==> config.mk <==
export PLATFORM = sky130hd
export DESIGN_NAME = capture_ctl_flat
export DESIGN_NICKNAME = d
export VERILOG_FILES = /design/src/rtl/capture_ctl_if.sv /design/src/rtl/capture_ctl.sv /design/src/flat_wrapper.sv
export SDC_FILE = /design/constraint.sdc
export NUM_CORES = 1
export LEC_CHECK = 0
export ABC_AREA = 1
export CAP_MARGIN = 0
export CORE_MARGIN = 4
export CORE_UTILIZATION = 48
export DETAILED_ROUTE_END_ITERATION = 12
export PLACE_DENSITY = 0.81
export SLEW_MARGIN = 40
export SYNTH_ARGS = -nofsm -noshare
export SYNTH_HDL_FRONTEND = slang
export SYNTH_SLANG_ARGS = --single-unit
==> constraint.sdc <==
create_clock -name clk -period 2.4 [get_ports clk]
set_input_delay 0.24 -clock clk [delete_from_list [all_inputs] [get_ports clk]]
set_output_delay 0.24 -clock clk [all_outputs]
set_load 0.01 [all_outputs]
==> src/rtl/capture_ctl_if.sv <==
// Sample stream bundle between capture stages.
// master drives data/valid/last, slave drives ready.
interface capture_ctl_if #(
  parameter int SDW = 32
);
  logic           tvalid;
  logic           tready;
  logic [SDW-1:0] tdata;
  logic           tlast;

  modport master (
    output tvalid,
    output tdata,
    output tlast,
    input  tready
  );

  modport slave (
    input  tvalid,
    input  tdata,
    output tready
  );
endinterface

==> src/rtl/capture_ctl.sv <==
// Capture sequencer: arm, trigger, post-trigger count, tlast, done.
// Define CAPTURE_CTL_PRETRIG_EN to forward pre-trigger samples while armed.
module capture_ctl #(
  parameter int SDW = 32,
  parameter int CW  = 16
) (
  input  logic         clk,
  input  logic         rst,
  input  logic         cfg_wr,
  input  logic [31:0]  cfg_data,
  input  logic         ctl_arm,
  input  logic         ctl_run,
  input  logic         ctl_finish,
  capture_ctl_if.slave  sti,
  capture_ctl_if.master sto,
  output logic         indicator_arm,
  output logic         indicator_trg,
  output logic         sts_done
);

  typedef enum logic [1:0] {
    IDLE,
    ARMED,
    POST,
    DONE
  } state_t;

  localparam logic [CW-1:0] ONE = CW'(1);

  state_t         state;
  logic [CW-1:0]  dly;
  logic [CW-1:0]  cnt;
  logic           fin_pend;
  logic           vld;
  logic           last;
  logic [SDW-1:0] data;

  logic free;
  logic fin_now;
  logic rdy;
  logic acc;
  logic fwd;
  logic lst;

  if (CW < 32) begin : g_unused
    logic unused_hi;
    assign unused_hi = ^cfg_data[31:CW];
  end

  assign free    = !vld | sto.tready;
  assign fin_now = fin_pend | ctl_finish;
  assign acc     = sti.tvalid & rdy;

  assign sti.tready = rdy;
  assign sto.tvalid = vld;
  assign sto.tdata  = data;
  assign sto.tlast  = last;

  always_comb begin
    rdy = 1'b1;
    unique case (state)
      IDLE:  rdy = 1'b1;
`ifdef CAPTURE_CTL_PRETRIG_EN
      ARMED: rdy = free;
`else
      // Discarding path never backpressures.
      ARMED: rdy = (ctl_run | fin_now) ? free : 1'b1;
`endif
      POST:  rdy = free;
      DONE:  rdy = 1'b0;
    endcase
  end

  always_comb begin
    fwd = 1'b0;
    lst = 1'b0;
    unique case (state)
      ARMED: begin
`ifdef CAPTURE_CTL_PRETRIG_EN
        fwd = acc;
`else
        fwd = acc & (fin_now | ctl_run);
`endif
        lst = fin_now | (ctl_run & (dly == '0));
      end
      POST: begin
        fwd = acc;
        lst = fin_now | (cnt == '0);
      end
      default: begin
        fwd = 1'b0;
        lst = 1'b0;
      end
    endcase
  end

  always_ff @(posedge clk) begin
    if (rst) begin
      state         <= IDLE;
      dly           <= '0;
      cnt           <= '0;
      fin_pend      <= 1'b0;
      vld           <= 1'b0;
      last          <= 1'b0;
      data          <= '0;
      indicator_arm <= 1'b0;
      indicator_trg <= 1'b0;
      sts_done      <= 1'b0;
    end else begin
      sts_done <= 1'b0;
      if (cfg_wr) dly <= cfg_data[CW-1:0];

      if (fwd) begin
        vld  <= 1'b1;
        data <= sti.tdata;
        last <= lst;
      end else if (sto.tready) begin
        vld  <= 1'b0;
        last <= 1'b0;
      end

      unique case (state)
        IDLE: begin
          if (ctl_arm) begin
            state         <= ARMED;
            fin_pend      <= 1'b0;
            indicator_arm <= 1'b1;
            indicator_trg <= 1'b0;
          end
        end
        ARMED: begin
          if (acc & fin_now) begin
            state         <= DONE;
            fin_pend      <= 1'b0;
            indicator_arm <= 1'b0;
          end else if (acc & ctl_run) begin
            indicator_arm <= 1'b0;
            indicator_trg <= 1'b1;
            if (dly == '0) begin
              state <= DONE;
              cnt   <= '0;
            end else begin
              state <= POST;
              cnt   <= dly - ONE;
            end
          end else if (ctl_finish) begin
            fin_pend <= 1'b1;
          end
        end
        POST: begin
          if (acc) begin
            if (fin_now | (cnt == '0)) begin
              state    <= DONE;
              fin_pend <= 1'b0;
            end else begin
              cnt <= cnt - ONE;
            end
          end else if (ctl_finish) begin
            fin_pend <= 1'b1;
          end
        end
        DONE: begin
          // tlast beat is still in the output register here.
          if (free) begin
            state    <= IDLE;
            sts_done <= 1'b1;
          end
        end
      endcase
    end
  end

endmodule
==> src/flat_wrapper.sv <==
// flat-port wrapper written by rule: the top's interface ports become plain ports
module capture_ctl_flat 
#(
  parameter int SDW = 32,
  parameter int CW  = 16
)
  (clk, rst, cfg_wr, cfg_data, ctl_arm, ctl_run, ctl_finish, indicator_arm, indicator_trg, sts_done, sti_tvalid, sti_tdata, sti_tready, sto_tvalid, sto_tdata, sto_tlast, sto_tready);
  capture_ctl_if #(.SDW(SDW)) sti_i ();
  capture_ctl_if #(.SDW(SDW)) sto_i ();
  input  logic clk;
  input  logic rst;
  input  logic cfg_wr;
  input  logic [31:0] cfg_data;
  input  logic ctl_arm;
  input  logic ctl_run;
  input  logic ctl_finish;
  output logic indicator_arm;
  output logic indicator_trg;
  output logic sts_done;
  input wire logic [$bits(sti_i.tvalid)-1:0] sti_tvalid;
  input wire logic [$bits(sti_i.tdata)-1:0] sti_tdata;
  output wire logic [$bits(sti_i.tready)-1:0] sti_tready;
  output wire logic [$bits(sto_i.tvalid)-1:0] sto_tvalid;
  output wire logic [$bits(sto_i.tdata)-1:0] sto_tdata;
  output wire logic [$bits(sto_i.tlast)-1:0] sto_tlast;
  input wire logic [$bits(sto_i.tready)-1:0] sto_tready;
  assign sti_i.tvalid = sti_tvalid;
  assign sti_i.tdata = sti_tdata;
  assign sti_tready = sti_i.tready;
  assign sto_tvalid = sto_i.tvalid;
  assign sto_tdata = sto_i.tdata;
  assign sto_tlast = sto_i.tlast;
  assign sto_i.tready = sto_tready;
  capture_ctl #(.SDW(SDW), .CW(CW)) u_core (.clk(clk), .rst(rst), .cfg_wr(cfg_wr), .cfg_data(cfg_data), .ctl_arm(ctl_arm), .ctl_run(ctl_run), .ctl_finish(ctl_finish), .sti(sti_i), .sto(sto_i), .indicator_arm(indicator_arm), .indicator_trg(indicator_trg), .sts_done(sts_done));
endmodule
==> reports/metrics.yaml, run 1 <==
maxCapViolCount: 0
nets: 748
cts_tree: "yes"
max_freq_mhz: 439
ant_nets: 0
report.final.setup_viol: 0
worstMarginPinSlew_ns: 0.619
vias: 3923
wl_per_cell_um: 13.1
dieArea_um2: 9470
final_common_cell: "nor2_1"
h-tree-depth: 3
end_kind: "output pin"
grt_pass1_vias: 3838
dieWidth_um: 97.3
numCtsBuffers: 9
die_h_um: 97.3
track_usage_pct: 21.9
io_pins: 110
p_total_w: 0.00618
gp_congestion: 0.959
hold_ws_ns: 0.469
drtIter0Drc: 144
critPathMaxFanout: 10
ys_ff_latch: 72
clock_sinks: 72
yosysWarnings: 0
p_leak_nw: 2.15
clkLatencyLatePin_ns: 0.35
drive_gt1_share_pct: 7.72
wirelength_um: 10200
syn_area_um2: 3830
start_util_pct: 49.5
min_period_ns: 2.28
antenna_found_initial: 0
fin_util_pct: 65.3
first_pass_iters: 4
seq_area_frac_synth_pct: 37.7
rows: 32
design_area_um2: 5050
grt_max_degree: 62
drc: 0
avgSynthCellArea_um2: 6.60
area_delta_synth_final_pct: 31.9
async_flop_share_pct: 0
core_area_um2: 7730
synth_nets: 659
place_area_um2: 4830
status: "finished clean"
synth_cell_types: 32
portBuffers: 93
synthCells: 580
synth_ff_type: "dfxtp_1"
synth_edf_count: 0
hold_buffers: 0
cts.reportedPaths.clkPinSlew_ns: 0.09
dp_hpwl_um: 7550
p_per_area_nw_per_um2: 1220
clockRootBuffer: "clkbuf_8"
slew_viol_final: 0
slew-limit-headroom_pct: 58.7
layout_common_cells: "151 x nor2_1, 94 x nand2_1, 93 x clkdlybuf4s50_1"
critPathKind: "reg -> out"
antenna_cells: 0
hp-class: "in -> reg"
grt_pass1_wl_um: 17200
finalHoldViolCount: 0
crit_arrival_ns: 2.04
clock_skew_ns: 0.0109
vias_per_cell: 5.06
min_period_over_period_pct: 94.8
ir_drop_mv: 0.484
clockBufferDepth: 2
critical_path_required_ns: 2.16
cp-start-kind: "flop"
setup_tns_ns: 0
rsz0062_at_grt: "no"
grt-ovfl-total: 0
## metrics by stage
stage	std cells	setup WS [ns]
floorplan	580	0.575
global placement	760	0.316
detailed placement	760	0.256
CTS	776	0.0378
global route	776	0.0262
finish	776	0.125
## repair_timing
item                                    CTS  global route
buffers inserted                          0             0
endpoints found under the setup margin    0             1
gates resized for setup                   0             2
## power by group
| part | leakage, nW | internal [W] | switching, W | total [W] |
|---|---|---|---|---|
| clock | 0.106 | 0.000545 | 0.000504 | 0.00105 |
| combinational | 1.45 | 0.00130 | 0.00208 | 0.00338 |
| sequential | 0.590 | 0.00152 | 0.000235 | 0.00175 |
| total | 2.15 | 0.00337 | 0.00281 | 0.00618 |
## critical path, stage by stage (launching register included)
cell and delay [ns]:
dfxtp_1 0.36, inv_1 0.14, ha_2 0.27, clkinv_8 0.09, nand2_2 0.09, nand2_2 0.06
nand3_4 0.11, clkdlybuf4s50_1 0.56
## cells in the mapped netlist, types with 2 or more instances
cell type | number | share of area [%]
a21oi_1 | 24 | 3.1
a31oi_1 | 2 | 0.33
buf_2 | 3 | 0.39
buf_4 | 5 | 0.98
clkbuf_1 | 9 | 0.88
clkbuf_2 | 2 | 0.26
dfxtp_1 | 72 | 38
ha_1 | 7 | 2.3
inv_1 | 48 | 4.7
inv_2 | 4 | 0.39
nand2_1 | 94 | 9.2
nand2_2 | 6 | 0.98
nand3_1 | 24 | 3.1
nand3_4 | 2 | 0.92
nand4_1 | 5 | 0.82
nor2_1 | 151 | 15
nor2_2 | 12 | 2.0
nor3_1 | 4 | 0.52
o21ai_0 | 73 | 9.5
o21ai_1 | 10 | 1.3
xnor2_1 | 3 | 0.69
xor2_1 | 10 | 2.3
## cell families (layout without fill, tap and decap cells)
group	Yosys count	count (layout)	synth area share, %
flops	72	72	37.7
simple gates	302	302	33.3
buf+inv	74	168	8.86
compound gates	112	112	14.9
xor+xnor	13	13	2.97
fa+ha+maj	7	7	2.29
## worst paths after layout
path	from	end	slack, ns	depth (start not counted)
worst min register to register	u_core.indicator_arm	u_core.indicator_arm	0.48	2
worst max register to register	u_core.state[0]	u_core.cnt[9]	0.30	13
worst min-delay path	cfg_data[7]	u_core.dly[7]	0.47	3
worst max-delay path	u_core.state[0]	sti_tready	0.12	7
## routing by layer
layer	up-vias	share of wire (%)	global-route usage [%]
li1	2031	-	-
met1	1737	42	25.6
met2	141	45	35.2
met3	14	11	10.2
met4	0	1.3	8.09
met5	-	0	0
## flip-flops by register name, summed over array words and instances, names as in the netlist
signal / cells
u_core.sto.tdata: 32
u_core.cnt: 16
u_core.state: 2
u_core.indicator_arm: 1
u_core.sto.tvalid: 1
u_core.indicator_trg: 1
u_core.fin_pend: 1
u_core.sto.tlast: 1
u_core.sts_done: 1
u_core.dly: 16
## layout make-up
class                      instances  area, µm²
inverter                          53        211
sequential                        72       1440
tap                              102        128
timing repair buffer              99       1000
fill                             666       2680
multi-input combinational        434       2050
clock inverter                     5       63.8
clock buffer                      11        151
Power figures use the tool's default switching activity.
==> run 2: changes to the inputs <==
Settings changed: CORE_UTILIZATION 48 to 43, CTS_CLUSTER_SIZE set to 16, PLACE_DENSITY 0.81 to 0.76, TNS_END_PERCENT set to 20.
Clock period 2.4 ns to 2 ns, I/O delays scaled along.
==> run 2 against run 1 <==
Compared with the run above:
- sequential power rose by 21%
- global-route usage is 1.8 points lower
- design area is 2.0% higher
- combinational power increased by 27%
- largest power group unchanged
==> reports/metrics.yaml, run 2 (synthesis results as in run 1) <==
ir_drop_mv: 0.664  # +37%
crit_path_max_incr_delay_ns: 0.39  # -0.17 ns
maxCapViolCount: 0  # unchanged
cts_setup_buffers: 0  # unchanged
antenna_found_initial: 0  # unchanged
cp_slowest_cell: "dfxtp_4"
layout_common_cells: "151 x nor2_1, 94 x nand2_1, 92 x clkdlybuf4s50_1"
area_delta_synth_final_pct: 34.5
final_common_cell: "nor2_1"
finalHoldViolCount: 0  # unchanged
wirelength_um: 10300  # +1.8%
fin_util_pct: 59.3  # -6.0 points
met1_usage_pct: 23.1  # -2.6 points
critical_path_required_ns: 1.80  # -0.36 ns
instances_no_fill: 790  # +1.8%
drtIter0Drc: 140  # -2.8%
cts_resized: 4  # +4
design_area_um2: 5150  # +2.0%
wl_per_cell_um: 13.1  # about the same
slew-limit-headroom_pct: 58.5  # -0.24 points
report.final.setup_viol: 0  # unchanged
clkLatencyLatePin_ns: 0.35  # about the same
grt_util_met2_pct: 32.8  # -2.4 points
p_leak_nw: 2.20  # +2.3%
clockBufferDepth: 2  # unchanged
core_area_um2: 8680  # +12%
clock_skew_ns: 0.0106  # -0.000345 ns
drc: 0  # unchanged
place_area_um2: 4930  # +2.1%
vias: 3932  # +0.23%
cts.reportedPaths.clkPinSlew_ns: 0.08  # about the same
dieArea_um2: 10500  # +11%
dieWidth_um: 102  # +5.2%
rsz0062_at_grt: "yes"
io_pins: 110  # unchanged
min_period_ns: 1.90
vias_per_cell: 4.98  # -1.5%
clockRootBuffer: "clkbuf_8"
grt_max_degree: 44  # -29%
hold_buffers: 0  # unchanged
rows: 34  # +6.3%
worstMarginPinSlew_ns: 0.622  # +0.00363 ns
crit_arrival_ns: 1.70  # -0.34 ns
min_period_over_period_pct: 95.2
drive_gt1_share_pct: 9.24  # +1.5 points
fill_cells: 836  # +26%
portBuffers: 93  # unchanged
status: "finished clean"
max_freq_mhz: 525
h-tree-depth: 3  # unchanged
crit_buf_inv: 3  # unchanged
slew_viol_final: 0  # unchanged
die_h_um: 102  # +5.2%
setup_tns_ns: 0  # unchanged
cp-start-kind: "flop"
cts_tree: "yes"
placed_cells: 775  # +2.0%
end_kind: "output pin"
track_usage_pct: 20.2  # -1.8 points
first_pass_iters: 8  # +4
p_per_area_nw_per_um2: 1470  # +20%
gp_congestion: 0.902  # -6.0%
numCtsBuffers: 9  # unchanged
critPathMaxFanout: 5  # -5
critPathKind: "reg -> out"
hold_ws_ns: 0.432  # -0.0365 ns
grt.busiest_layer: "met2"
cp_cell_sequence: "inv_1 -> ha_1 -> buf_4 -> nand3_1 -> nand3_4 -> dlygate4sd2_1"
hp-class: "in -> reg"
nets: 757  # +1.2%
grt_pass1_vias: 3703  # -3.5%
dp_hpwl_um: 7720  # +2.4%
start_util_pct: 44.1  # -5.4 points
cpLargestDelayFamily: "buffers and inverters"
grt_pass1_wl_um: 16800  # -2.7%
met3_usage_pct: 8.33  # -1.9 points
antenna_cells: 0  # unchanged
largest_reg_flops: 32  # unchanged
clock_sinks: 72  # unchanged
grt-ovfl-total: 0  # unchanged
ant_nets: 0  # unchanged
run 2: cell count changes in the layout (fill, tap and decap cells not counted), sizes merged:
cell and delta:
clkbuf -2, clkinv +1, clkdlybuf4s50 -1, dlygate4sd2 +1, buf +9
run 2: per-stage QoR:
stage	setup slack [ns]	total power [W]
2_1_floorplan	0.175	0.00512
3_3_place_gp	0.143	0.00623
3_5_place_dp	0.0430	0.00635
4_1_cts	0.0570	0.00756
5_1_grt	-0.00386	0.00825
6_report	0.0968	0.00757
run 2: routing by layer:
metal | vias to the layer above | routed length [µm]
met5 | - | 0
li1 | 2055 | -
met1 | 1727 | 4300
met2 | 129 | 4790
met3 | 21 | 1020
met4 | 0 | 219
run 2: worst reg2reg max path, cell delays in order, from the launching register on:
cell and delay [ns]:
dfxtp_4 0.39, inv_1 0.06, ha_1 0.20, buf_4 0.15, nand3_1 0.14, nand3_4 0.11
nand3_2 0.09, nand2_1 0.08, nand2_2 0.10, inv_2 0.05, nand2_4 0.22, nor2_1 0.08
nor2_1 0.12
run 2: final timing paths:
| path | cells after the start | from | endpoint | slack [ns] |
|---|---|---|---|---|
| hold / removal | 3 | cfg_data[9] | u_core.dly[9] | 0.43 |
| hold reg to reg | 2 | u_core.indicator_arm | u_core.indicator_arm | 0.46 |
| setup reg to reg | 12 | u_core.state[1] | u_core.cnt[0] | 0.13 |
| setup / recovery | 6 | u_core.state[1] | sti_tready | 0.1 |
run 2: area by class of cell:
cell class	count	area, µm²	area share (%)
Clock buffer	9	124	2.41
Clock inverter	6	68.8	1.34
Inverter	53	211	4.11
Multi-Input combinational cell	434	2070	40.2
Sequential cell	72	1450	28.1
Tap cell	108	135	2.63
Timing Repair Buffer	108	1090	21.2
run 2: power by group:
group | switching [W] | leakage (nW) | internal, W
Combinational | 0.00256 | 1.51 | 0.00173
Clock | 0.000588 | 0.0957 | 0.000576
Sequential | 0.000292 | 0.590 | 0.00183
Total | 0.00344 | 2.20 | 0.00413
